<file path="src/rtl/delay_cal_seq.sv">
// Calibration sequencer: fires single-cycle triggers into the pulse generator and
// timestamps the first above-threshold ADC sample after each one to report loop latency.
module delay_cal_seq #(
    parameter int SAMPLES  = 16,
    parameter int SAMPLE_W = 16,
    parameter int CNT_W    = 16
) (
    input  logic                               clk,
    input  logic                               rst,
    input  logic                               start,
    input  logic [2:0]                         trials_log2,
    input  logic [SAMPLE_W-1:0]                threshold,
    input  logic [CNT_W-1:0]                   timeout,
    input  logic [CNT_W-1:0]                   gap,
    output logic                               trig_out,
    input  logic                               adc_valid,
    input  logic [SAMPLES*SAMPLE_W-1:0]        adc_word,
    output logic                               busy,
    output logic                               done,
    output logic                               err_timeout,
    output logic [CNT_W+$clog2(SAMPLES)-1:0]   min_delay,
    output logic [CNT_W+$clog2(SAMPLES)-1:0]   max_delay,
    output logic [CNT_W+$clog2(SAMPLES)-1:0]   avg_delay
);

    localparam int LOG_S = $clog2(SAMPLES);
    localparam int D_W   = CNT_W + LOG_S;
    localparam int ACC_W = D_W + 7;

    typedef enum logic [2:0] {
        S_IDLE,
        S_FIRE,
        S_WAIT_ECHO,
        S_GAP,
        S_FINISH
    } state_t;

    state_t              state_q, state_d;
    logic [2:0]          tlog_q, tlog_d;
    logic [SAMPLE_W-1:0] thr_q, thr_d;
    logic [CNT_W-1:0]    tmo_q, tmo_d;
    logic [CNT_W-1:0]    gap_q, gap_d;
    logic [CNT_W-1:0]    cnt_q, cnt_d;
    logic [CNT_W-1:0]    gcnt_q, gcnt_d;
    logic [7:0]          trial_q, trial_d;
    logic [ACC_W-1:0]    sum_q, sum_d;
    logic [D_W-1:0]      min_q, min_d;
    logic [D_W-1:0]      max_q, max_d;
    logic                err_q, err_d;
    logic [D_W-1:0]      min_out_q, min_out_d;
    logic [D_W-1:0]      max_out_q, max_out_d;
    logic [D_W-1:0]      avg_out_q, avg_out_d;

    logic [SAMPLES-1:0]  above;
    logic                hit;
    logic [LOG_S-1:0]    fine;
    logic [D_W-1:0]      total;
    logic [7:0]          trial_inc;
    logic [7:0]          target;

    // Per-sample signed strict comparison, qualified by adc_valid.
    genvar gi;
    generate
        for (gi = 0; gi < SAMPLES; gi++) begin : g_cmp
            assign above[gi] = adc_valid &&
                ($signed(adc_word[gi*SAMPLE_W +: SAMPLE_W]) > $signed(thr_q));
        end
    endgenerate

    // Lowest set index wins: scan downward so the last assignment is the earliest sample.
    always_comb begin
        fine = '0;
        for (int i = SAMPLES - 1; i >= 0; i--) begin
            if (above[i]) fine = LOG_S'(i);
        end
    end

    assign hit       = |above;
    assign total     = {cnt_q, fine};
    assign trial_inc = trial_q + 8'd1;
    assign target    = 8'd1 << tlog_q;

    always_comb begin
        state_d   = state_q;
        tlog_d    = tlog_q;
        thr_d     = thr_q;
        tmo_d     = tmo_q;
        gap_d     = gap_q;
        cnt_d     = cnt_q;
        gcnt_d    = gcnt_q;
        trial_d   = trial_q;
        sum_d     = sum_q;
        min_d     = min_q;
        max_d     = max_q;
        err_d     = err_q;
        min_out_d = min_out_q;
        max_out_d = max_out_q;
        avg_out_d = avg_out_q;

        unique case (state_q)
            S_IDLE: begin
                if (start) begin
                    tlog_d  = trials_log2;
                    thr_d   = threshold;
                    tmo_d   = timeout;
                    gap_d   = gap;
                    err_d   = 1'b0;
                    sum_d   = '0;
                    min_d   = '1;
                    max_d   = '0;
                    trial_d = '0;
                    state_d = S_FIRE;
                end
            end
            S_FIRE: begin
                // Preloaded to 1 so the first WAIT_ECHO cycle already carries count 1.
                cnt_d   = {{(CNT_W-1){1'b0}}, 1'b1};
                state_d = S_WAIT_ECHO;
            end
            S_WAIT_ECHO: begin
                cnt_d = cnt_q + 1'b1;
                if (hit) begin
                    sum_d   = sum_q + ACC_W'(total);
                    min_d   = (total < min_q) ? total : min_q;
                    max_d   = (total > max_q) ? total : max_q;
                    trial_d = trial_inc;
                    if (gap_q != '0) begin
                        gcnt_d  = {{(CNT_W-1){1'b0}}, 1'b1};
                        state_d = S_GAP;
                    end else if (trial_inc == target) begin
                        state_d = S_FINISH;
                    end else begin
                        state_d = S_FIRE;
                    end
                end else if (cnt_q == tmo_q) begin
                    err_d   = 1'b1;
                    state_d = S_FINISH;
                end
            end
            S_GAP: begin
                if (gcnt_q == gap_q) begin
                    state_d = (trial_q == target) ? S_FINISH : S_FIRE;
                end else begin
                    gcnt_d = gcnt_q + 1'b1;
                end
            end
            S_FINISH: begin
                state_d = S_IDLE;
            end
            default: state_d = S_IDLE;
        endcase

        // Results are loaded on entry to FINISH so they are already valid alongside done.
        if (state_q != S_FINISH && state_d == S_FINISH && !err_d) begin
            min_out_d = min_d;
            max_out_d = max_d;
            avg_out_d = D_W'(sum_d >> tlog_q);
        end
    end

    always_ff @(posedge clk or negedge rst) begin
        if (!rst) begin
            state_q   <= S_IDLE;
            tlog_q    <= '0;
            thr_q     <= '0;
            tmo_q     <= '0;
            gap_q     <= '0;
            cnt_q     <= '0;
            gcnt_q    <= '0;
            trial_q   <= '0;
            sum_q     <= '0;
            min_q     <= '0;
            max_q     <= '0;
            err_q     <= 1'b0;
            min_out_q <= '0;
            max_out_q <= '0;
            avg_out_q <= '0;
        end else begin
            state_q   <= state_d;
            tlog_q    <= tlog_d;
            thr_q     <= thr_d;
            tmo_q     <= tmo_d;
            gap_q     <= gap_d;
            cnt_q     <= cnt_d;
            gcnt_q    <= gcnt_d;
            trial_q   <= trial_d;
            sum_q     <= sum_d;
            min_q     <= min_d;
            max_q     <= max_d;
            err_q     <= err_d;
            min_out_q <= min_out_d;
            max_out_q <= max_out_d;
            avg_out_q <= avg_out_d;
        end
    end

    assign trig_out    = (state_q == S_FIRE);
    assign busy        = (state_q != S_IDLE);
    assign done        = (state_q == S_FINISH);
    assign err_timeout = err_q;
    assign min_delay   = min_out_q;
    assign max_delay   = max_out_q;
    assign avg_delay   = avg_out_q;

endmodule

</file>
<file path="config.mk">
export PLATFORM = sky130hd
export DESIGN_NAME = delay_cal_seq
export DESIGN_NICKNAME = d
export VERILOG_FILES = /design/src/rtl/delay_cal_seq.sv
export SDC_FILE = /design/constraint.sdc
export NUM_CORES = 1
export LEC_CHECK = 0
export ABC_AREA = 1
export CAP_MARGIN = 20
export CELL_PAD_IN_SITES_DETAIL_PLACEMENT = 1
export CELL_PAD_IN_SITES_GLOBAL_PLACEMENT = 2
export CORE_AREA = 2 2 248 250
export DETAILED_ROUTE_END_ITERATION = 8
export DIE_AREA = 0 0 250 252
export MAX_ROUTING_LAYER = met4
export PLACE_DENSITY_LB_ADDON = 0.3
export SETUP_SLACK_MARGIN = 0.5
export SLEW_MARGIN = 0
export SYNTH_ARGS = -nofsm -noshare
export SYNTH_HDL_FRONTEND = slang
export SYNTH_SLANG_ARGS = --single-unit
</file>
<file path="constraint.sdc">
create_clock -name clk -period 10.77 [get_ports clk]
set_clock_uncertainty 0.15 [all_clocks]
set_input_delay 2.154 -clock clk [delete_from_list [all_inputs] [get_ports clk]]
set_output_delay 2.154 -clock clk [all_outputs]
set_load 0.05 [all_outputs]
</file>
==> results.toml, run 1 <==
[die]
row_count = 90
ios = 375
core_um2 = 60130
dieWidth_um = 250
start_util = 0.3271
die_h_um = 252
dieArea_um2 = 63000

[clocking]
clock_latency_ns = 0.57
post_cts_buffers = 0
cts.clk_slew.worst_paths_ns = 0.06
cts.sinks = 222
cts_hold_buffers = 0
cts_tree = "built"
h-tree-depth = 1
numCtsBuffers = 28
ctsResizeCount = 0
clockRootBuffer = "clkbuf_16"
cts_buffer_depth = 3

[setup_path]
reg2reg_slack_ns = 3.95
crit_arrival_ns = 8.05
r2r-start = "thr_q[1]"
r2r_end = "avg_delay[16]"
r2r_cells = 38
required_ns = 11.08
endpoint = "avg_delay[16]"
path_depth = 34
cp-start-kind = "input port"
startpoint = "adc_word[111]"
crit_type = "input port to flip-flop"
critical-path-top-delay-family = "simple AND/OR/NAND/NOR gates"
cp_slowest_cell = "nor3_1"
critPathBufInv = 2
end_kind = "flip-flop"
cp_slowest_stage_delay_ns = 0.55
critPathMaxFanout = 6
crit_path_frequent_cell = "nand2_1"

[grt]
grt_pass1_wl_um = 127500
grt_pass1_vias = 21730
grt_overflow = 0
grtUsageTotal = 0.2678
grt_max_degree = 102
antenna_found_initial = 30

[logic_synthesis]
synth_cell_type_count = 62
ys.flop_type = "dfrtp_1"
synth_fp_nets = 3271
synth_edf_count = 0
synthArstFlopShare = 1.000
postSynthAreaPerCell_um2 = 7.448
syn-cell-area_um2 = 19670
synth_seq_cells = 222
synthCells = 2641
ys_seq_area_frac = 0.2824
ys_warn_count = 0

[route]
wl_per_cell_um = 21.55
first_iter_violations = 1004
vias = 20270
wirelength_um = 82620
remaining_drc_errors = 0
firstDrtPassIters = 5
vias_per_cell = 5.287
ant_nets = 0

[status]
status = "finished, final reports clean"

[power_and_ir_drop]
power_frac_seq = 0.217
p_leak_uw = 0.01235
p_comb_frac = 0.621
switching_share = 0.5093
p_per_area_nw_per_um2 = 242.5
power_switching_uw = 3129
peakVddDrop_mv = 0.1280
clkPwrFrac = 0.162
p_int_uw = 3014

[placement]
placed_cell_area_um2 = 24280
hpwlAfterDp_um = 65560
post-place-cells = 3753
io_buffers = 374
gp_congestion = 0.9468

[cells_and_area]
instances_no_fill = 3834
fillCellCount = 7434
syn2layout_area_growth_pct = 28.76
final_area_um2 = 25330
drive_above_1_share = 0.06254
nets = 3631

[timing]
fmax_mhz = 129.2
max_slew_margin = 0.2274
fin_setup_tns_ns = 0
setup_violations = 0
worstMarginPinSlew_ns = 1.159
hold_violations = 0
period_needed_ns = 7.738
rsz0062_at_grt = "false"
drv_slew = 0
fin_crit_sh = 0.7184

[hold_path]
hp-class = "flip-flop to flip-flop"

[run]
max_cap_viol_count = 0
-- stage by stage --
step	setup slack, ns	util	total power [uW]	hold slack (ns)
5_1_grt	2.452	0.4212	6716	0.3628
6_report	3.032	0.4212	6143	0.3312
4_1_cts	3.050	0.4199	6177	0.3357
3_3_place_gp	2.451	0.4038	4976	0.3164
3_5_place_dp	2.466	0.4038	5143	0.3160
2_1_floorplan	4.440	-	3809	0.3128
-- cells in the mapped netlist (all sizes together) (4+ instances only) --
master | number | area share
a211oi | 9 | 0.0034
a21o | 6 | 0.0023
a21oi | 222 | 0.056
a31oi | 11 | 0.0035
buf | 36 | 0.010
clkbuf | 36 | 0.0069
clkinv | 4 | 0.00076
dfrtp | 222 | 0.28
ha | 318 | 0.20
inv | 255 | 0.049
nand2 | 715 | 0.14
nand3 | 236 | 0.070
nand3b | 5 | 0.0019
nand4 | 44 | 0.014
nor2 | 141 | 0.029
nor3 | 34 | 0.0095
nor3b | 4 | 0.0018
nor4 | 18 | 0.0060
o2111ai | 4 | 0.0018
o211ai | 17 | 0.0075
o21a | 10 | 0.0038
o21ai | 168 | 0.043
o21bai | 9 | 0.0034
o221ai | 7 | 0.0031
o22ai | 9 | 0.0029
o31ai | 6 | 0.0023
or2 | 11 | 0.0035
xnor2 | 22 | 0.0098
xor2 | 43 | 0.019
-- sequential cells by signal, summed over array words and instances (netlist names) --
name / cells
state_q: 3
max_q: 20
tlog_q: 3
gap_q: 16
min_q: 20
avg_delay: 20
thr_q: 16
trial_q: 8
min_delay: 20
gcnt_q: 16
sum_q: 27
err_timeout: 1
max_delay: 20
cnt_q: 16
tmo_q: 16
-- cells in the final DEF, fill, tap and decap left out, types with 10 or more instances in the layout --
master	count
a21oi_1	222
a31oi_1	11
buf_4	28
clkbuf_16	28
clkdlybuf4s50_1	373
dfrtp_1	222
diode_2	30
ha_1	318
inv_1	245
nand2_1	687
nand2_2	27
nand3_1	195
nand3_2	41
nand4_1	44
nor2_1	132
nor3_1	32
nor4_1	17
o211ai_1	13
o21a_1	10
o21ai_0	144
o21ai_1	22
or2_2	11
xnor2_1	22
xor2_1	43
-- cell type report --
type	instances	area, um^2	share of cell area
diodes	30	75.07	0.002964
clock buffers	41	829.5	0.03275
clock inverters	10	138.9	0.005484
inverters	259	974.7	0.03848
multi-input cells	2088	12820	0.5060
flip-flops and latches	222	5555	0.2193
well taps	782	978.4	0.03863
repair buffers	402	3959	0.1563
-- metal layers --
metal  part of all wire  GRT usage  vias up
met4              0.037    0.09683        0
met5                  0          -        -
met1               0.45     0.3350     9953
met2               0.48     0.4509      426
li1                   -          -     9756
met3              0.031    0.02589      135
-- cells by family (layout without fill, tap and decap cells) --
logic type      count (synthesis)  count (layout)  share of synthesized area
fa+ha+maj                     319             319                     0.2033
compound gates                492             492                     0.1404
xor+xnor                       65              65                    0.02894
flops                         222             222                     0.2824
buf+inv                       331             712                    0.06653
mux                             1               1                  0.0005089
simple gates                 1211            1211                     0.2779
other cells                     0              30                          0
-- power groups by stage --
stage | clock (uW) | combinational, uW | sequential [uW]
after detailed placement | 0 | 3800 | 1340
final | 993 | 3820 | 1330
after floorplan | 0 | 2460 | 1350
after CTS | 1020 | 3820 | 1330
after global placement | 0 | 3650 | 1330
after global routing | 1060 | 4290 | 1370
-- worst min-delay path: cells and delay by family, from the launching register on --
kind / cells / cell delay [ns]
and+or+nand+nor: 2 / 0.11
DFF: 1 / 0.34
-- how the worst min path moves through the flow --
stage / start / end / slack [ns] / cells past startpoint
after floorplan: tmo_q[15] / tmo_q[15] / 0.31 / 2
after global placement: min_delay[2] / min_delay[2] / 0.32 / 2
after detailed placement: avg_delay[7] / avg_delay[7] / 0.32 / 2
after CTS: min_delay[19] / min_delay[19] / 0.34 / 2
after global routing: min_delay[9] / min_delay[9] / 0.36 / 2
final: min_delay[9] / min_delay[9] / 0.33 / 2
Note: power is estimated with default switching activity, not from simulation.
==> run 2, diff against run 1 <==
--- a/config.mk
+++ b/config.mk
@@ -9,9 +9,9 @@
 export CAP_MARGIN = 20
 export CELL_PAD_IN_SITES_DETAIL_PLACEMENT = 1
 export CELL_PAD_IN_SITES_GLOBAL_PLACEMENT = 2
-export CORE_AREA = 2 2 248 250
+export CORE_AREA = 2 2 273 275
 export DETAILED_ROUTE_END_ITERATION = 8
-export DIE_AREA = 0 0 250 252
+export DIE_AREA = 0 0 275 277
 export MAX_ROUTING_LAYER = met4
 export PLACE_DENSITY_LB_ADDON = 0.3
 export SETUP_SLACK_MARGIN = 0.5
==> constraint.sdc (replaced) <==
create_clock -name clk -period 6.8 [get_ports clk]
set_clock_uncertainty 0.15 [all_clocks]
set_input_delay 1.36 -clock clk [delete_from_list [all_inputs] [get_ports clk]]
set_output_delay 1.36 -clock clk [all_outputs]
set_load 0.05 [all_outputs]
==> run 2 against run 1 <==
Register-to-register slack lost 3.1 ns. Sequential power grew 59%. Design area grew 7.1%. Routed wire length grew 5.9%. Via count grew 1.1%. Combinational power grew 78%. Sequential share of layout area shrank 1.5 points. Critical path type unchanged.
==> results.toml, run 2 (synthesis results as in run 1) <==
[status]
status = "finished, final reports clean"

[power_and_ir_drop]
p_leak_uw = 0.01310
p_per_area_nw_per_um2 = 393.2
peakVddDrop_mv = 0.2078

[cells_and_area]
fillCellCount = 8843
syn2layout_area_growth_pct = 37.96
largest-register = "sum_q"
final_cell_mix = "nand2_1 (655), clkdlybuf4s50_1 (350), ha_1 (294)"
largest_reg_flops = 27
final_common_cell = "nand2_1"
drive_above_1_share = 0.1312
nets = 3711
final_area_um2 = 27140
utilization = 0.3688

[timing]
worstMarginPinSlew_ns = 1.030
fmax_mhz = 164.1
rsz0062_at_grt = "false"
hold_violations = 0
fin_crit_sh = 0.8959
drv_slew = 0
setup_violations = 0
max_slew_margin = 0.3135
fin_setup_tns_ns = 0
period_needed_ns = 6.092

[placement]
hpwlAfterDp_um = 69450
gp_congestion = 0.9272
io_buffers = 374
placed_cell_area_um2 = 25040

[route]
vias_per_cell = 4.997
first_iter_violations = 936
wirelength_um = 87490
vias = 20490
remaining_drc_errors = 0
wl_per_cell_um = 21.33
ant_nets = 0
firstDrtPassIters = 5

[die]
start_util = 0.2674
core_um2 = 73570
dieWidth_um = 275
dieArea_um2 = 76180
die_h_um = 277
row_count = 100
ios = 375

[grt]
antenna_found_initial = 29
grt_pass1_vias = 21780
grtUsageTotal = 0.2308
grt_pass1_wl_um = 131400
grt_max_degree = 127
grt_overflow = 0

[hold_path]
hp-class = "flip-flop to flip-flop"

[setup_path]
critical-path-top-delay-family = "compound AO/OA/AOI/OAI gates"
crit_arrival_ns = 6.42
cp-start-kind = "input port"
critPathBufInv = 5
cp_slowest_stage_delay_ns = 0.43
crit_path_frequent_cell = "nand2_1"
end_kind = "flip-flop"
cp_slowest_cell = "clkdlybuf4s50_1"
required_ns = 7.13
crit_type = "input port to flip-flop"
critPathMaxFanout = 3

[clocking]
numCtsBuffers = 29
clockRootBuffer = "clkbuf_16"
cts.clk_slew.worst_paths_ns = 0.06
cts_buffer_depth = 3
cts.sinks = 222
clock_latency_ns = 0.58
cts_tree = "built"
h-tree-depth = 1

[run]
max_cap_viol_count = 0
run 2: cell count changes in the layout (fill, tap and decap cells not counted), moves of 17 or more:
cell / before / now
ha_1: 318 / 294
nand2_2: 27 / 59
nand2_1: 687 / 655
ha_4: 0 / 24
clkdlybuf4s50_1: 373 / 350
nand3_2: 41 / 65
nand3_1: 195 / 171
a21oi_1: 222 / 205
buf_4: 28 / 104
dlymetal6s2s_1: 0 / 23
run 2: per-layer routing:
| metal | track usage | up-vias | part of all wire |
|---|---|---|---|
| li1 | - | 9933 | - |
| met4 | 0.08247 | 0 | 0.032 |
| met2 | 0.3835 | 391 | 0.49 |
| met1 | 0.2883 | 10040 | 0.45 |
| met3 | 0.02549 | 126 | 0.034 |
| met5 | - | - | 0 |
run 2: layout make-up:
type	count	area [um^2]	share of cell area
clock inverters	14	251.5	0.009268
repair buffers	481	4647	0.1712
diodes	30	75.07	0.002767
well taps	969	1212	0.04468
inverters	259	978.4	0.03606
flip-flops and latches	222	5555	0.2047
clock buffers	38	829.5	0.03057
multi-input cells	2088	13590	0.5007
run 2: final timing paths:
check,slack (ns),endpoint,cells after the start,from
min in group asynchronous,0.61,avg_delay[0],1,rst
max,0.71,avg_delay[18],39,adc_word[83]
min,0.33,min_delay[11],2,min_delay[11]
max reg2reg,0.81,avg_delay[18],40,thr_q[5]
min reg2reg,0.33,min_delay[11],2,min_delay[11]
max in group asynchronous,4.67,min_q[3],2,rst
run 2: metrics by stage:
stage	total power (uW)	hold WS, ns	std cells	setup WS [ns]
final	10670	0.3275	4101	0.7078
after floorplan	6034	0.3128	2641	1.264
after CTS	10360	0.3360	4057	0.5039
after global placement	8298	0.3148	4005	-0.08013
after detailed placement	8534	0.3165	4005	-0.1655
after global routing	11690	0.3535	4101	0.3788
run 2: what timing repair did:
action | in CTS | in global routing
setup endpoints to repair | 4 | 17
resized for setup | 3 | 177
pin swaps | 0 | 102
buffers inserted | 0 | 14
endpoints found under the hold margin | 0 | 0
hold buffers | 0 | 0
run 2: power breakdown:
| group | switching, uW | leakage (uW) | internal, uW | total (uW) |
|---|---|---|---|---|
| Combinational | 4240 | 0.00961 | 2570 | 6810 |
| Sequential | 412 | 0.00296 | 1710 | 2120 |
| Clock | 630 | 0.000533 | 1120 | 1750 |
| Total | 5280 | 0.0131 | 5390 | 10700 |
run 2: tightest hold or removal path, cell delays in order (launching register included):
cell     delay [ns]
dfrtp_1        0.34
nand2_1        0.05
nand2_1        0.05
